$ cat config.mk
export PLATFORM = sky130hd
export DESIGN_NAME = sad_ram_sequencer
export DESIGN_NICKNAME = d
export VERILOG_FILES = /design/src/rtl/sad_ram_sequencer.sv
export SDC_FILE = /design/constraint.sdc
export NUM_CORES = 1
export LEC_CHECK = 0
export ABC_AREA = 1
export CAP_MARGIN = 20
export CORE_ASPECT_RATIO = 1.75
export CORE_MARGIN = 8
export CORE_UTILIZATION = 55
export CTS_BUF_LIST = sky130_fd_sc_hd__clkbuf_4
export CTS_CLUSTER_SIZE = 8
export DETAILED_ROUTE_END_ITERATION = 8
export HOLD_SLACK_MARGIN = 0.06
export PLACE_DENSITY_LB_ADDON = 0.05
export SKIP_CTS_REPAIR_TIMING = 1
export SLEW_MARGIN = 20
export SYNTH_ARGS = -nofsm -noshare
export SYNTH_HDL_FRONTEND = slang
export SYNTH_SLANG_ARGS = --single-unit
export TNS_END_PERCENT = 10
$ cat constraint.sdc
create_clock -name clk -period 4.33 [get_ports clk]
set_input_delay 1.299 -clock clk [delete_from_list [all_inputs] [get_ports clk]]
set_output_delay 1.299 -clock clk [all_outputs]
set_load 0.1 [all_outputs]
$ cat src/rtl/sad_ram_sequencer.sv
// sad_ram_sequencer: frame controller for the row-wide line RAM.
// Per frame it clears the RAM, fills it with ROWS lines from an upstream
// valid/ready stream, then replays the lines as overlapping vertical blocks.
// The sideband (valid/last/block/row) lines up with the RAM's registered output.
module sad_ram_sequencer #(
   parameter int ROWS   = 480,
   parameter int ADDR_W = 9,
   parameter int BLK_H  = 8,
   parameter int STRIDE = 8
) (
   input  logic              clk,
   input  logic              rst,
   input  logic              start,
   output logic              busy,
   output logic              done,
   input  logic              in_valid,
   output logic              in_ready,
   output logic              ram_rst,
   output logic              ram_wr_en,
   input  logic              ram_full,
   output logic [ADDR_W-1:0] ram_rd_addr,
   output logic              out_valid,
   input  logic              out_ready,
   output logic              out_last,
   output logic [ADDR_W-1:0] out_blk,
   output logic [ADDR_W-1:0] out_row
);

   localparam int NUM_BLK = (ROWS - BLK_H) / STRIDE + 1;
   localparam logic [ADDR_W-1:0] LAST_BLK = ADDR_W'(NUM_BLK - 1);
   localparam logic [ADDR_W-1:0] LAST_ROW = ADDR_W'(BLK_H - 1);
   localparam logic [ADDR_W-1:0] STEP     = ADDR_W'(STRIDE);
   localparam logic [ADDR_W-1:0] ONE      = ADDR_W'(1);

   typedef enum logic [2:0] {IDLE, CLEAR, FILL, SCAN, DONE} state_t;

   state_t state_reg, state_next;

   // "nxt" is the beat to be issued to the RAM next; "pres" is the beat whose
   // data currently sits on the RAM output.
   logic [ADDR_W-1:0] nxt_blk_reg, nxt_row_reg, nxt_base_reg, nxt_addr_reg;
   logic [ADDR_W-1:0] pres_blk_reg, pres_row_reg, pres_addr_reg;
   logic              out_valid_reg, done_reg;

   logic beat_xfer, beat_stall, pres_final, nxt_final, load_beat;

   assign beat_xfer  = out_valid_reg & out_ready;
   assign beat_stall = out_valid_reg & ~out_ready;
   assign pres_final = (pres_blk_reg == LAST_BLK) && (pres_row_reg == LAST_ROW);
   assign nxt_final  = (nxt_blk_reg == LAST_BLK) && (nxt_row_reg == LAST_ROW);
   // A new beat is fetched when the output slot is empty or being drained,
   // unless the beat being drained is the final one of the frame.
   assign load_beat  = (state_reg == SCAN) &&
                       (~out_valid_reg || (out_ready && !pres_final));

   // A stalled beat re-reads its own address so the RAM output stays put.
   assign ram_rd_addr = beat_stall ? pres_addr_reg : nxt_addr_reg;
   assign out_valid   = out_valid_reg;
   assign out_blk     = pres_blk_reg;
   assign out_row     = pres_row_reg;
   assign out_last    = out_valid_reg && (pres_row_reg == LAST_ROW);
   assign done        = done_reg;

   // State register.
   always_ff @(posedge clk) begin
      if (rst) begin
         state_reg <= IDLE;
      end else begin
         state_reg <= state_next;
      end
   end

   // Next-state and per-state control outputs.
   always_comb begin
      state_next = state_reg;
      busy       = 1'b0;
      in_ready   = 1'b0;
      ram_wr_en  = 1'b0;
      ram_rst    = rst;
      case (state_reg)
         IDLE, DONE: begin
            if (start) begin
               state_next = CLEAR;
            end
         end
         CLEAR: begin
            busy       = 1'b1;
            ram_rst    = 1'b1;
            state_next = FILL;
         end
         FILL: begin
            busy      = 1'b1;
            in_ready  = ~ram_full;
            ram_wr_en = in_valid & ~ram_full;
            if (ram_full) begin
               state_next = SCAN;
            end
         end
         SCAN: begin
            busy = 1'b1;
            if (beat_xfer && pres_final) begin
               state_next = DONE;
            end
         end
         default: state_next = IDLE;
      endcase
      // Keep the handshake outputs quiet while reset is being applied.
      if (rst) begin
         busy      = 1'b0;
         in_ready  = 1'b0;
         ram_wr_en = 1'b0;
      end
   end

   // Scan counters, presented-beat sideband and done pulse.
   always_ff @(posedge clk) begin
      if (rst) begin
         nxt_blk_reg   <= '0;
         nxt_row_reg   <= '0;
         nxt_base_reg  <= '0;
         nxt_addr_reg  <= '0;
         pres_blk_reg  <= '0;
         pres_row_reg  <= '0;
         pres_addr_reg <= '0;
         out_valid_reg <= 1'b0;
         done_reg      <= 1'b0;
      end else begin
         done_reg <= 1'b0;
         if (state_reg == CLEAR) begin
            nxt_blk_reg   <= '0;
            nxt_row_reg   <= '0;
            nxt_base_reg  <= '0;
            nxt_addr_reg  <= '0;
            pres_blk_reg  <= '0;
            pres_row_reg  <= '0;
            pres_addr_reg <= '0;
            out_valid_reg <= 1'b0;
         end else if (load_beat) begin
            pres_blk_reg  <= nxt_blk_reg;
            pres_row_reg  <= nxt_row_reg;
            pres_addr_reg <= nxt_addr_reg;
            out_valid_reg <= 1'b1;
            // The final beat is never advanced past, so the read address
            // rests on the last line once the scan completes.
            if (!nxt_final) begin
               if (nxt_row_reg == LAST_ROW) begin
                  nxt_row_reg  <= '0;
                  nxt_blk_reg  <= nxt_blk_reg + ONE;
                  nxt_base_reg <= nxt_base_reg + STEP;
                  nxt_addr_reg <= nxt_base_reg + STEP;
               end else begin
                  nxt_row_reg  <= nxt_row_reg + ONE;
                  nxt_addr_reg <= nxt_addr_reg + ONE;
               end
            end
         end else if ((state_reg == SCAN) && beat_xfer) begin
            out_valid_reg <= 1'b0;
            done_reg      <= 1'b1;
         end
      end
   end

endmodule

==> impl_metrics.yaml, run 1 <==
finish:
  final_cell_mix: "nand2_1 (88), dfxtp_1 (65), a21oi_1 (53)"
  layout.nets: 501
  final_common_cell: "nand2_1"
  syn2layout_area_growth_pct: 19.7
  finish.utilization_pct: 67.2
  drive_gt1_share_pct: 10.9
  antenna_cells: 0
cts:
  clkSinkCount: 65
  clk_latency_ns: 0.43
  cts_max_path_buffers: 2
  cts_tree: "done"
  cts_htree_levels: 3
  clk_pin_slew_ns: 0.10
  root_buffer: "clkbuf_4"
  cts_made_buffers: 9
grt:
  grt_pass1_vias: 2927
  track_usage_pct: 18.9
  grt-ovfl-total: 0
  grt_start_max_net_pins: 38
  grt_antenna_before_repair: 0
  grt_pass1_wl_mm: 13.0
yosys:
  synthesis.nets: 465
  ys_ff_latch: 65
  yosysWarnings: 0
  synthAdderAreaFrac_pct: 1.54
  synth_top_family_by_area: "simple AND/OR/NAND/NOR gates"
  seq_area_frac_synth_pct: 40.0
  synth_compound_area_share_pct: 17.3
  netlist_area_um2: 3250
  synthXorXnorAreaFrac_pct: 3.23
  postSynthCellCount: 455
  yosysUniqueCellTypes: 33
  postSynthAreaPerCell_um2: 7.14
  synth.area.mux_share_pct: 0
  synth-simple-area-share_pct: 27.3
critical_path:
  crit_path_end_kind: "primary output"
  reg2regPathDepth: 10
  cp-start-kind: "primary input"
  startpoint: "out_ready"
  reg2reg_to: "nxt_base_reg[5]"
  cp.arrival_ns: 2.60
  crit_type: "primary input to primary output"
  rrSetupSlack_ns: 2.15
  r2r-start: "nxt_row_reg[0]"
  crit_fanout: 18
  critical_path_required_ns: 3.03
min_path:
  min-delay-start: "nxt_blk_reg[8]"
  hold_path_class: "flop to flop"
  whs_endpoint: "nxt_blk_reg[8]"
  holdPathStages: 2
routing:
  num_vias: 3025
  dr.pass1.iters: 4
  drtIter0Drc: 203
  drt_wl_total_mm: 7.68
  wl_per_cell_um: 13.4
  viasPerCell: 5.27
  drc_errors: 0
  ant_nets: 0
sta:
  post-route-period-util_pct: 90.0
  rsz0062_at_grt: "false"
  fmax_ghz: 0.257
  fin_skew_ns: 0.0155
  fin_ws_ns: 0.432
  min_period_ns: 3.90
  slew_violations: 0
  slew-limit-headroom_pct: 32.6
  tightest_slew_ns: 1.01
  setup_viol: 0
  finalHoldViolCount: 0
run_status:
  outcome: "completed"
floorplanning:
  rows: 37
  initial_core_util_pct: 56.2
  die_y_um: 118
  io_pins: 40
  die_area_um2: 8720
  core-area_um2: 5790
  die_x_um: 74.1
placement:
  hpwl_mm: 5.56
  numPortBuffers: 39
  gp_congestion: 0.888
  dp_worst_setup_slack_ns: 0.432
power:
  totalPowerFinal_mw: 1.70
  ir_drop_mv: 0.324
  p_leak_nw: 1.41
  cellPowerDensity_nw_per_um2: 438
run:
  max_cap_viol_count: 0
metrics by stage:
| stage | cell area (µm²) | hold slack [ns] | TNS, ns | instances |
|---|---|---|---|---|
| finish | 3890 | 0.471 | 0 | 574 |
| global route | 3890 | 0.492 | 0 | 574 |
| CTS | 3890 | 0.471 | 0 | 574 |
| detailed placement | 3760 | 0.456 | 0 | 558 |
| global placement | 3760 | 0.454 | 0 | 558 |
| floorplan | 3250 | 0.443 | -5.09 | 455 |
Yosys cell counts:
library cell   n  area, µm²
buf_6          7       78.8
nor3_2         1       10.0
xnor2_1        2       17.5
nand3_2        2       20.0
inv_2          5       18.8
buf_4          2       15.0
nand2_2        1       6.26
xor2_1        10       87.6
nand3b_1       1       7.51
nor2_8         1       20.0
dfxtp_1       65       1300
buf_2          6       30.0
nor2_1        44        165
clkbuf_1       3       11.3
nand2_1       88        330
a21oi_1       53        265
or2_1          2       12.5
nand4_1        4       25.0
o21ai_0       29        145
nand3_1       27        135
and3_1         1       6.26
nor4_1         1       6.26
o21ai_1       24        120
nand2_4        2       22.5
nor2_2         4       25.0
nand4_2        1       12.5
inv_1         51        191
nor3_1         7       35.0
a21oi_2        3       26.3
a31oi_1        1       6.26
nand3_4        2       35.0
nor2_4         1       11.3
ha_1           4       50.1
report_power, final:
group          leakage, nW  total, mW  internal, mW  switching, mW
logic                0.807      0.627         0.162          0.465
registers            0.524      0.687         0.647         0.0398
clock network       0.0734      0.391         0.183          0.208
layout make-up:
type	count	area, µm²
Clock buffer	11	82.6
Clock inverter	5	46.3
Fill cell	518	1900
Inverter	56	210
Multi-Input combinational cell	316	1600
Sequential cell	65	1300
Tap cell	78	97.6
Timing Repair Buffer	43	548
metal layers:
layer | up-vias | part of all wire (%) | GRT usage (%)
met3 | 18 | 3.8 | 4.18
met5 | - | 0 | 0
met1 | 1400 | 39 | 17.9
met2 | 56 | 55 | 34.7
met4 | 0 | 2.9 | 10.6
li1 | 1551 | - | -
critical path: stages:
cell and delay [ns]:
clkdlybuf4s50_1 0.50, nor2_2 0.05, buf_4 0.19, o21ai_0 0.32, buf_12 0.22
cells by family (layout without fill, tap and decap cells):
| kind of cell | count (synthesis) | count (layout) |
|---|---|---|
| AO/OA/AOI/OAI | 110 | 110 |
| AND/OR/NAND/NOR | 190 | 190 |
| XOR/XNOR | 12 | 12 |
| flip-flops | 65 | 65 |
| adder cells (fa/ha/maj) | 4 | 4 |
| buffers and inverters | 74 | 115 |
worst max path at each step:
stage	to	cells after the start
after detailed placement	ram_rd_addr[3]	5
after global routing	ram_rd_addr[7]	5
after CTS	ram_rd_addr[3]	5
after global placement	ram_rd_addr[8]	5
final	ram_rd_addr[3]	5
after floorplan	ram_rd_addr[0]	3
Power figures use the tool's default switching activity.
==> inputs of run 2 (changes only) <==
- CORE_UTILIZATION: 55 -> 35
==> impl_metrics.yaml, run 2 (synthesized netlist as in run 1, its figures left out) <==
run_status:
  outcome: "completed"
sta:
  fin_ws_ns: 0.441
  min_period_ns: 3.89
  post-route-period-util_pct: 89.8
  tightest_slew_ns: 0.996
  finalHoldViolCount: 0
  rsz0062_at_grt: "false"
  final.setup.tns_ns: 0
  fmax_ghz: 0.257
  setup_viol: 0
  slew_violations: 0
  slew-limit-headroom_pct: 33.4
  fin_skew_ns: 0.0147
  fin_hold_ws_ns: 0.478
finish:
  layout.nets: 500
  multi_input_area_um2: 1600
  final_common_cell: "nand2_1"
  design_area_um2: 3920
  finish.utilization_pct: 43.4
  final_cell_mix: "nand2_1 (88), dfxtp_1 (65), a21oi_1 (53)"
  drive_gt1_share_pct: 10.5
  syn2layout_area_growth_pct: 20.6
  layout.cells.non_filler: 614
  seqCellArea_um2: 1300
  nFillCells: 994
placement:
  placed_area_um2: 3820
  gp_congestion: 0.807
  dp.cells: 599
  dp_worst_setup_slack_ns: 0.420
  numPortBuffers: 39
  hpwl_mm: 5.96
floorplanning:
  rows: 46
  io_pins: 40
  die_y_um: 143
  initial_core_util_pct: 36.0
  die_x_um: 88.9
  die_area_um2: 12700
  core-area_um2: 9040
routing:
  dr.pass1.iters: 4
  drtIter0Drc: 140
  wl_per_cell_um: 13.8
  viasPerCell: 4.82
  drt_wl_total_mm: 8.48
  drc_errors: 0
  num_vias: 2958
  ant_nets: 0
grt:
  grt_pass1_wl_mm: 14.1
  grt_pass1_vias: 2896
  grt_antenna_before_repair: 1
  grt-ovfl-total: 0
  grt_start_max_net_pins: 38
  track_usage_pct: 14.4
critical_path:
  critical_path_required_ns: 3.03
  crit_type: "primary input to primary output"
  cp_slowest_cell: "clkdlybuf4s50_1"
  startpoint: "out_ready"
  cp.arrival_ns: 2.59
  crit_path_cell_trace: "clkdlybuf4s50_1 -> nor2_2 -> buf_4 -> o21ai_0 -> buf_12"
  cp-start-kind: "primary input"
  slowest_delay_ns: 0.49
  r2r-start: "nxt_row_reg[0]"
  crit_fanout: 18
  crit_path_end_kind: "primary output"
  reg2regPathDepth: 10
power:
  cellPowerDensity_nw_per_um2: 423
  ir_drop_mv: 0.218
  totalPowerFinal_mw: 1.66
  p_leak_nw: 1.39
cts:
  root_buffer: "clkbuf_4"
  cts_made_buffers: 9
  cts_max_path_buffers: 2
  cts_tree: "done"
  clk_latency_ns: 0.41
  clk_pin_slew_ns: 0.11
  cts_htree_levels: 3
  clkSinkCount: 65
min_path:
  hold_path_class: "flop to flop"
  holdPathStages: 2
  min-delay-start: "nxt_blk_reg[8]"
run:
  max_cap_viol_count: 0
[run 2: cell type report]
class	instances	area share (%)
Antenna cell	1	0.0639
Clock buffer	12	2.30
Clock inverter	2	0.192
Inverter	56	5.36
Multi-Input combinational cell	316	40.9
Sequential cell	65	33.2
Tap cell	120	3.83
Timing Repair Buffer	42	14.1
[run 2: layer usage]
metal  part of all wire, %  up-vias  GRT usage (%)
met5                     0        -              0
met4                   1.6        0           6.37
met3                   3.7        9           3.43
met2                    52       37           25.2
met1                    42     1360           15.7
li1                      -     1552              -
[run 2: report_power, final]
part / internal (mW) / switching (mW)
clock network: 0.128 / 0.208
logic: 0.164 / 0.471
registers: 0.647 / 0.0391
[run 2: final timing paths]
path	endpoint	slack (ns)
worst min register to register	nxt_blk_reg[8]	0.48
worst min-delay path	nxt_blk_reg[8]	0.48
worst max register to register	nxt_blk_reg[5]	2.07
worst max-delay path	ram_rd_addr[8]	0.44
[run 2: worst max-delay path, delay by kind of cell]
kind,cells,cell delay (ns)
AO/OA/AOI/OAI,1,0.32
AND/OR/NAND/NOR,1,0.05
buffers and inverters,3,0.90
==> inputs of run 3 (changes only) <==
- clock period: 4.33 -> 4.5 ns (I/O delays scaled with it)
==> results of run 3 <==
Same layout as run 2 (identical final DEF). Status: completed.
Among the figures that moved: setup slack after placement 0.420 ns -> 0.488 ns; setup slack after layout 0.441 ns -> 0.509 ns; register-to-register setup slack 2.07 ns -> 2.24 ns; total power 1.66 mW -> 1.60 mW; worst IR drop on VDD 0.218 mV -> 0.210 mV
